File: src/rtl/rom_arb_pkg.sv
// Shared types and helpers for the ROM read arbiter: FSM state encoding,
// width helpers for the counter and round-robin pointer, and a one-hot decoder.
package rom_arb_pkg;

    typedef enum logic [1:0] {
        IDLE = 2'd0,
        WAIT = 2'd1,
        RESP = 2'd2
    } state_t;

    localparam int MAX_REQ = 8;
    localparam int MAX_LAT = 4;
    localparam int IDX_W   = $clog2(MAX_REQ);

    function automatic int cnt_width(input int lat);
        return $clog2(lat + 1);
    endfunction

    function automatic int ptr_width(input int num_req);
        return (num_req > 1) ? $clog2(num_req) : 1;
    endfunction

    function automatic logic [MAX_REQ-1:0] onehot(input logic [IDX_W-1:0] idx);
        return MAX_REQ'(1) << idx;
    endfunction

endpackage

File: src/rtl/rr_priority_pick.sv
// Combinational round-robin winner select: first set request bit scanning
// upward from ptr, wrapping modulo NUM_REQ.
module rr_priority_pick #(
    parameter int NUM_REQ = 2,
    parameter int PTR_W   = 1
) (
    input  logic [NUM_REQ-1:0] req,
    input  logic [PTR_W-1:0]   ptr,
    output logic               any,
    output logic [PTR_W-1:0]   w
);

    // Scan from the farthest candidate back to ptr so the nearest hit wins last.
    always_comb begin
        any = 1'b0;
        w   = '0;
        for (int k = NUM_REQ - 1; k >= 0; k--) begin
            int idx;
            idx = int'(ptr) + k;
            if (idx >= NUM_REQ) idx = idx - NUM_REQ;
            if (req[idx]) begin
                any = 1'b1;
                w   = PTR_W'(idx);
            end
        end
    end

endmodule

File: src/rtl/rom_read_arbiter.sv
// Round-robin arbiter sharing one registered-read ROM between NUM_REQ clients;
// one access in flight, one-cycle gnt pulse, one-cycle registered response.
module rom_read_arbiter
    import rom_arb_pkg::*;
#(
    parameter int NUM_REQ = 2,
    parameter int ADDR_W  = 4,
    parameter int DATA_W  = 4,
    parameter int ROM_LAT = 1
) (
    input  logic                      clk,
    input  logic                      rst,
    input  logic [NUM_REQ-1:0]        req,
    input  logic [NUM_REQ*ADDR_W-1:0] req_addr,
    output logic [NUM_REQ-1:0]        gnt,
    output logic [NUM_REQ-1:0]        rsp_valid,
    output logic [DATA_W-1:0]         rsp_data,
    output logic                      busy,
    output logic                      rom_en,
    output logic [ADDR_W-1:0]         rom_addr,
    input  logic [DATA_W-1:0]         rom_data
);

    localparam int PTR_W = ptr_width(NUM_REQ);
    localparam int CNT_W = cnt_width(ROM_LAT);

    state_t             state;
    logic [PTR_W-1:0]   rr_ptr;
    logic [PTR_W-1:0]   owner;
    logic [CNT_W-1:0]   cnt;

    logic               any;
    logic [PTR_W-1:0]   win;
    logic [PTR_W-1:0]   next_ptr;
    logic [NUM_REQ-1:0] win_oh;
    logic [NUM_REQ-1:0] owner_oh;
    logic [ADDR_W-1:0]  win_addr;

    rr_priority_pick #(
        .NUM_REQ (NUM_REQ),
        .PTR_W   (PTR_W)
    ) u_pick (
        .req (req),
        .ptr (rr_ptr),
        .any (any),
        .w   (win)
    );

    assign win_oh   = NUM_REQ'(onehot(IDX_W'(win)));
    assign owner_oh = NUM_REQ'(onehot(IDX_W'(owner)));
    assign win_addr = req_addr[int'(win)*ADDR_W +: ADDR_W];
    assign next_ptr = (int'(win) == NUM_REQ - 1) ? '0 : win + 1'b1;
    assign busy     = (state != IDLE);

    always_ff @(posedge clk) begin
        if (rst) begin
            state     <= IDLE;
            rr_ptr    <= '0;
            owner     <= '0;
            cnt       <= '0;
            gnt       <= '0;
            rsp_valid <= '0;
            rsp_data  <= '0;
            rom_en    <= 1'b0;
            rom_addr  <= '0;
        end else begin
            gnt       <= '0;
            rom_en    <= 1'b0;
            rsp_valid <= '0;
            case (state)
                IDLE: begin
                    if (any) begin
                        gnt      <= win_oh;
                        rom_en   <= 1'b1;
                        rom_addr <= win_addr;
                        owner    <= win;
                        cnt      <= CNT_W'(ROM_LAT);
                        rr_ptr   <= next_ptr;
                        state    <= WAIT;
                    end
                end
                WAIT: begin
                    // The first WAIT cycle is the enable cycle itself; the ROM
                    // latency is counted from the cycle after it.
                    if (!rom_en) begin
                        cnt <= cnt - 1'b1;
                        if (cnt == CNT_W'(1)) begin
                            rsp_data  <= rom_data;
                            rsp_valid <= owner_oh;
                            state     <= RESP;
                        end
                    end
                end
                RESP: begin
                    state <= IDLE;
                end
                default: begin
                    state <= IDLE;
                end
            endcase
        end
    end

endmodule

File: config.mk
export PLATFORM = sky130hd
export DESIGN_NAME = rom_read_arbiter
export DESIGN_NICKNAME = d
export VERILOG_FILES = /design/src/rtl/rom_arb_pkg.sv /design/src/rtl/rr_priority_pick.sv /design/src/rtl/rom_read_arbiter.sv
export SDC_FILE = /design/constraint.sdc
export NUM_CORES = 1
export LEC_CHECK = 0
export BUFFER_PORTS_ARGS = -buffer_cell sky130_fd_sc_hd__buf_2
export CORE_MARGIN = 2
export CORE_UTILIZATION = 41
export DETAILED_ROUTE_END_ITERATION = 8
export PLACE_DENSITY = 0.72
export SETUP_SLACK_MARGIN = 0.02
export SYNTH_ARGS = -nofsm -noshare
export SYNTH_HDL_FRONTEND = slang
export SYNTH_SLANG_ARGS = --single-unit
File: constraint.sdc
create_clock -name clk -period 1 [get_ports clk]
set_input_delay 0.1 -clock clk [delete_from_list [all_inputs] [get_ports clk]]
set_output_delay 0.1 -clock clk [all_outputs]
set_load 0.01 [all_outputs]
# Word level (Yosys, flattened, before mapping)
# Cells that the tools add are included.
[word_totals]
register_bits = 18
latch_bits = 0
ramBits = 0
mem_bits_ro = 0
input_bits = 16
out_inout_bits = 14
elab_cells = 61
memories = 0
[op_classes]
n_addsub = 5
multipliers = 0
n_div = 0
order_cmp = 4
n_eq_ne = 4
shifts = 3
mux = 21
bitwise = 5
n_reduce_logical = 10
[ops]
columns = ["operator", "n"]
rows = [
  ["$lt 32x3->1 const B", 2],
  ["$mux 32", 2],
  ["$ge 32x3->1 const B", 1],
  ["$sub 32x3->32 const B", 1],
  ["$mux 1", 14],
  ["$reduce_and 3->1", 3],
  ["$shiftx 8x4->4", 1],
  ["$mux 2", 3],
  ["$ne 2x2->1 const B", 3],
  ["$not 1->1", 5],
  ["$pmux 2 s2", 1],
  ["$reduce_bool 2->1", 2],
  ["$reduce_or 4->1", 1],
  ["$shl 1x1->2 const A", 2],
  ["$reduce_or 3->1", 1],
  ["$sub 1x2->3 const B", 1],
  ["$add 1x1->2 const B", 1],
  ["$eq 2x1->1 const B", 1],
  ["$ge 1x2->1 const B", 1],
  ["$logic_not 2->1", 1],
  ["$pmux 1 s2", 1],
  ["$reduce_and 2->1", 1],
  ["$reduce_or 2->1", 1],
  ["$add 1x1->1 const B", 1],
  ["$sub 1x1->1 const B", 1],
]

# Depth between registers and ports, before layout
[depth]
depth_word = 10
depth_mapped = 5
depth_no_buf = 4

# Cells and area by module
# Synthesis repeated with hierarchy kept, for this count alone.
[unflattened]
cells_unflattened = 66
area_unflattened_um2 = 709.4
[modules_own_cells]
columns = ["module", "n_inst", "cells_each", "area_each_um2", "seq_area_each_um2"]
rows = [
  ["rom_read_arbiter", 1, 63, 691.9, 360.3],
  ["rr_priority_pick", 1, 3, 17.5, 0.0],
]

# Worst setup path before layout
# Ideal clock, no wire load.
[synth_timing]
path_type = "register to register"
startpoint = "register rom_en"
endpoint = "register rsp_valid[0]"
setup_ps = 115
t_arrival_ps = 991
t_required_ps = 885
slack_ps = -106
stages_incl_launch_ff = 5
n_path_buf = 1
period_less_slack_ps = 1106
path_cell_list = "dfxtp_1 and4bb_1 buf_6 and2_4 nor2b_4"
[synth_via]
elab_chain_cells = 1
[synth_lines]
columns = ["item", "line_no", "rtl"]
rows = [
  ["from (decl)", "rom_read_arbiter.sv:19", "output logic rom_en,"],
  ["from (signal assigned)", "rom_read_arbiter.sv:64", "rom_en <= 1'b0;"],
  ["from (signal assigned)", "rom_read_arbiter.sv:68", "rom_en <= 1'b0;"],
  ["from (signal assigned)", "rom_read_arbiter.sv:74", "rom_en <= 1'b1;"],
  ["$reduce_or 4->1 (no source line)", "n/a", ""],
  ["to (signal assigned)", "rom_read_arbiter.sv:89", "rsp_valid <= owner_oh;"],
  ["to (decl)", "rom_read_arbiter.sv:16", "output logic [NUM_REQ-1:0] rsp_valid,"],
]
# No other way between the ends.
# A chain may end at the register's enable or synchronous reset.

# Worst setup path after layout
[layout_timing]
startpoint = "register state[0]"
endpoint = "output port busy"
[layout_via]
elab_chain_cells = 1
[layout_lines]
columns = ["item", "line_no", "rtl"]
rows = [
  ["from (decl)", "rom_read_arbiter.sv:27", "state_t state;"],
  ["from (signal assigned)", "rom_read_arbiter.sv:57", "state <= IDLE;"],
  ["from (signal assigned)", "rom_read_arbiter.sv:79", "state <= WAIT;"],
  ["from (signal assigned)", "rom_read_arbiter.sv:90", "state <= RESP;"],
  ["$reduce_bool 2->1", "rom_read_arbiter.sv:53", "assign busy = (state != IDLE);"],
  ["to (decl)", "rom_read_arbiter.sv:18", "output logic busy,"],
]
# No other way between the ends.

==> results.md <==
* Status: complete, but fails checks
* Violations in the final reports: setup timing
* Number of antenna violations at the first check in global routing at 0
* GRT met2 Usage at 0.228
* Upper clock frequency limit at 916 MHz
* Placed Instances at 129
* Cell count of the worst reg-to-reg path at 4
* Final wirelength at 1440 um
* Kind of start point of the critical path: flop
* Via count at 647
* CTS H-Tree Depth at 1
* Reg2Reg Launch Point: state[1]
* Flip-flop and latch count after synthesis at 18
* First element of the critical path: state[0]
* Routed WL per cell at 10.7 um
* Crit path required time at 0.90 ns
* Delay contributed by the slowest stage of the critical path at 0.37 ns
* TritonCTS sink count at 18
* Final core utilization at 0.596
* Largest net degree at the start of global routing at 14
* Initial Utilization at 0.432
* Max Buffers Root-to-Sink at 2
* Number of pins with negative max-slew slack in the final report at 0
* Worst min path class: in2reg
* Number of failing hold endpoints at the final stage at 0
* Pre-antenna DRT Iters at 2
* Core area at 1710 um2
* Critical-path cell with the highest stage delay: sky130_fd_sc_hd__dfxtp_4
* Arrival time reported for the critical path endpoint at 0.99 ns
* Setup CP Type: reg2out
* Netlist Area Pre-Place at 737 um2
* GR Overflow Total at 0
* Min setup slack post-route at -0.0916 ns
* Area growth from synthesis to layout at 38.0%
* Max-slew headroom at the worst pin at 0.785
* Total Die Area at 2150 um2
* Synth unique cells at 24
* Number of CTS-inserted buffers at 3
* GRT Total Usage at 0.148
* Synthesized net count at 90
* Nature of the critical path endpoint: output pin
* Clock tree from TritonCTS: built
* Final setup violation count at 8
* Number of input and output port buffers inserted at 29
* Critical path peak fanout at 4
* Capture instance of the worst register-to-register path: rsp_data[3]
* Period Utilization, post-route at 1.09
* CTS root buf: sky130_fd_sc_hd__clkbuf_4
* Power density cells at 1600 nW/um2
* Post-layout nets at 127
* Fraction of layout instances using a drive strength above 1 at 0.509
* Slew at the pin with the worst max-slew slack at 0.323 ns
* Cell Rows at 15
* Post-place setup slack at -0.100 ns
* Io pins at 30
* Grt peak-use layer: met2
* Final weighted congestion of routability-driven global placement at 0.771
* Synthesized instance count at 74
* Residual DRC count at 0
* Average cell area after synthesis at 9.96 um2
* Vias in the first global route at 542
* Post-Route Hold Slack at 0.0412 ns
* Die width at 46.4 um
* Ys Warns at 0
* Detailed-route vias per instance at 4.79
* Worst path cell trace: nor2_4, inv_2, buf_2
* Endpoint of the most critical setup path: busy
* Final Non-Filler Cells at 135
* Clock slew seen by the registers of the worst setup and hold paths at 0.10 ns
* Portion of the post-synthesis area used by sequential elements at 0.489
* Number of nets with antenna violations after detailed routing at 0
* Estimated wirelength of the detail-placed design at 1100 um
* Antenna diode count at 0
* First-pass GRT wire length at 2280 um
* Clock skew after layout at 0.00749 ns
* Unrepaired setup endpoints after global routing: yes
* Leakage at 0.474 nW
* Global Route met1 Usage at 0.200
* Worst setup slack for register-to-register paths at -0.09 ns
* Number of maximum-capacitance violations at 0
* Time the worst path needs with I/O delays and setup at 1.09 ns
* Source-to-sink clock delay at the later pin of the worst-skew pair at 0.29 ns
* Met3 demand-to-capacity share in global routing at 0.0235
* First-iteration detailed-routing DRC count at 4
* Highest ir drop seen on vdd at 0.00132 V
* Die Height at 46.4 um
## kinds of logic (layout without fill, tap and decap cells)
group / Yosys count / in the layout / share of synthesized area
AND/OR/NAND/NOR: 28 / 28 / 0.238
flip-flops: 18 / 18 / 0.489
AO/OA/AOI/OAI: 17 / 17 / 0.153
buffers and inverters: 7 / 43 / 0.0662
multiplexers: 4 / 4 / 0.0543
## power by group
group	internal [mW]	switching, mW
logic	0.190	0.183
clock network	0.222	0.220
registers	0.780	0.0376
## worst max-delay path, delay by kind of cell, from the launching register on
family / cells / cell delay [ns]
and+or+nand+nor: 1 / 0.13
DFF: 1 / 0.37
buffers and inverters: 2 / 0.21
## metal layers
layer | up-vias | wire, um
met3 | 2 | 54
met1 | 291 | 691
met5 | - | 0
met2 | 18 | 677
li1 | 336 | -
met4 | 0 | 18
## through the flow
| stage | total power, mW | cell area [um2] | TNS [ns] |
|---|---|---|---|
| 2_1_floorplan | 1.03 | 741 | -0.240 |
| 3_3_place_gp | 1.14 | 917 | -0.529 |
| 3_5_place_dp | 1.15 | 917 | -0.651 |
| 4_1_cts | 1.60 | 973 | -0.574 |
| 5_1_grt | 1.71 | 1020 | -1.19 |
| 6_report | 1.63 | 1020 | -0.503 |
## state kept, by name, summed over array words and instances, names as in the netlist, 2 cells and up
name / flops
gnt: 2
rom_addr: 4
rsp_data: 4
rsp_valid: 2
state: 2
## layout by cell type, fill, tap and decap left out, types with 2 or more instances in the layout
master,n
sky130_fd_sc_hd__a21oi_1,3
sky130_fd_sc_hd__a21oi_2,3
sky130_fd_sc_hd__a311oi_1,4
sky130_fd_sc_hd__and3_1,2
sky130_fd_sc_hd__buf_2,28
sky130_fd_sc_hd__buf_4,4
sky130_fd_sc_hd__buf_6,4
sky130_fd_sc_hd__clkbuf_4,3
sky130_fd_sc_hd__dfxtp_1,15
sky130_fd_sc_hd__dfxtp_2,2
sky130_fd_sc_hd__inv_1,2
sky130_fd_sc_hd__mux2i_1,4
sky130_fd_sc_hd__nand3_1,4
sky130_fd_sc_hd__nor2_1,6
sky130_fd_sc_hd__nor2_4,2
sky130_fd_sc_hd__nor3_1,2
sky130_fd_sc_hd__o21ai_0,5
## cells in the mapped netlist
library cell | number | share of area
sky130_fd_sc_hd__and2_4 | 1 | 0.012
sky130_fd_sc_hd__buf_6 | 3 | 0.046
sky130_fd_sc_hd__nand3b_1 | 1 | 0.010
sky130_fd_sc_hd__nor2b_4 | 1 | 0.019
sky130_fd_sc_hd__mux2i_1 | 4 | 0.054
sky130_fd_sc_hd__inv_1 | 3 | 0.015
sky130_fd_sc_hd__nand2b_1 | 2 | 0.017
sky130_fd_sc_hd__nor3b_1 | 1 | 0.010
sky130_fd_sc_hd__nand3_1 | 5 | 0.034
sky130_fd_sc_hd__nor2_4 | 2 | 0.031
sky130_fd_sc_hd__o21ai_0 | 5 | 0.034
sky130_fd_sc_hd__a211oi_2 | 1 | 0.017
sky130_fd_sc_hd__nor2_1 | 6 | 0.031
sky130_fd_sc_hd__a21oi_1 | 6 | 0.041
sky130_fd_sc_hd__a311oi_1 | 4 | 0.048
sky130_fd_sc_hd__nand2_1 | 2 | 0.010
sky130_fd_sc_hd__nor3_1 | 2 | 0.014
sky130_fd_sc_hd__and4bb_1 | 1 | 0.017
sky130_fd_sc_hd__or2_1 | 1 | 0.0085
sky130_fd_sc_hd__and3_1 | 2 | 0.017
sky130_fd_sc_hd__dfxtp_1 | 18 | 0.49
sky130_fd_sc_hd__clkbuf_1 | 1 | 0.0051
sky130_fd_sc_hd__nor2b_1 | 1 | 0.0085
sky130_fd_sc_hd__o211a_1 | 1 | 0.014
## timing repair
| action | CTS | global route |
|---|---|---|
| setup buffers | 1 | 1 |
| resized for setup | 3 | 10 |
| hold buffers | 0 | 0 |
| endpoints found under the hold margin | 0 | 0 |
| pin swaps | 3 | 8 |
| setup endpoints to repair | 17 | 17 |
## how the worst min path moves through the flow
stage / cells past startpoint / to / from
global placement: 3 / rsp_data[0] / rom_data[0]
global route: 3 / rsp_data[1] / rom_data[1]
floorplan: 1 / rom_addr[0] / rst
finish: 3 / rsp_data[2] / rom_data[2]
detailed placement: 3 / rsp_data[1] / rom_data[1]
CTS: 3 / rsp_data[2] / rom_data[2]
## layout make-up
class                           count  area (um2)
Multi-Input combinational cell     49         357
Inverter                            3        11.3
Timing Repair Buffer               36         215
Clock buffer                        4        36.3
Tap cell                           25        31.3
Sequential cell                    18         367
Fill cell                         152         691
Power figures use the tool's default switching activity.
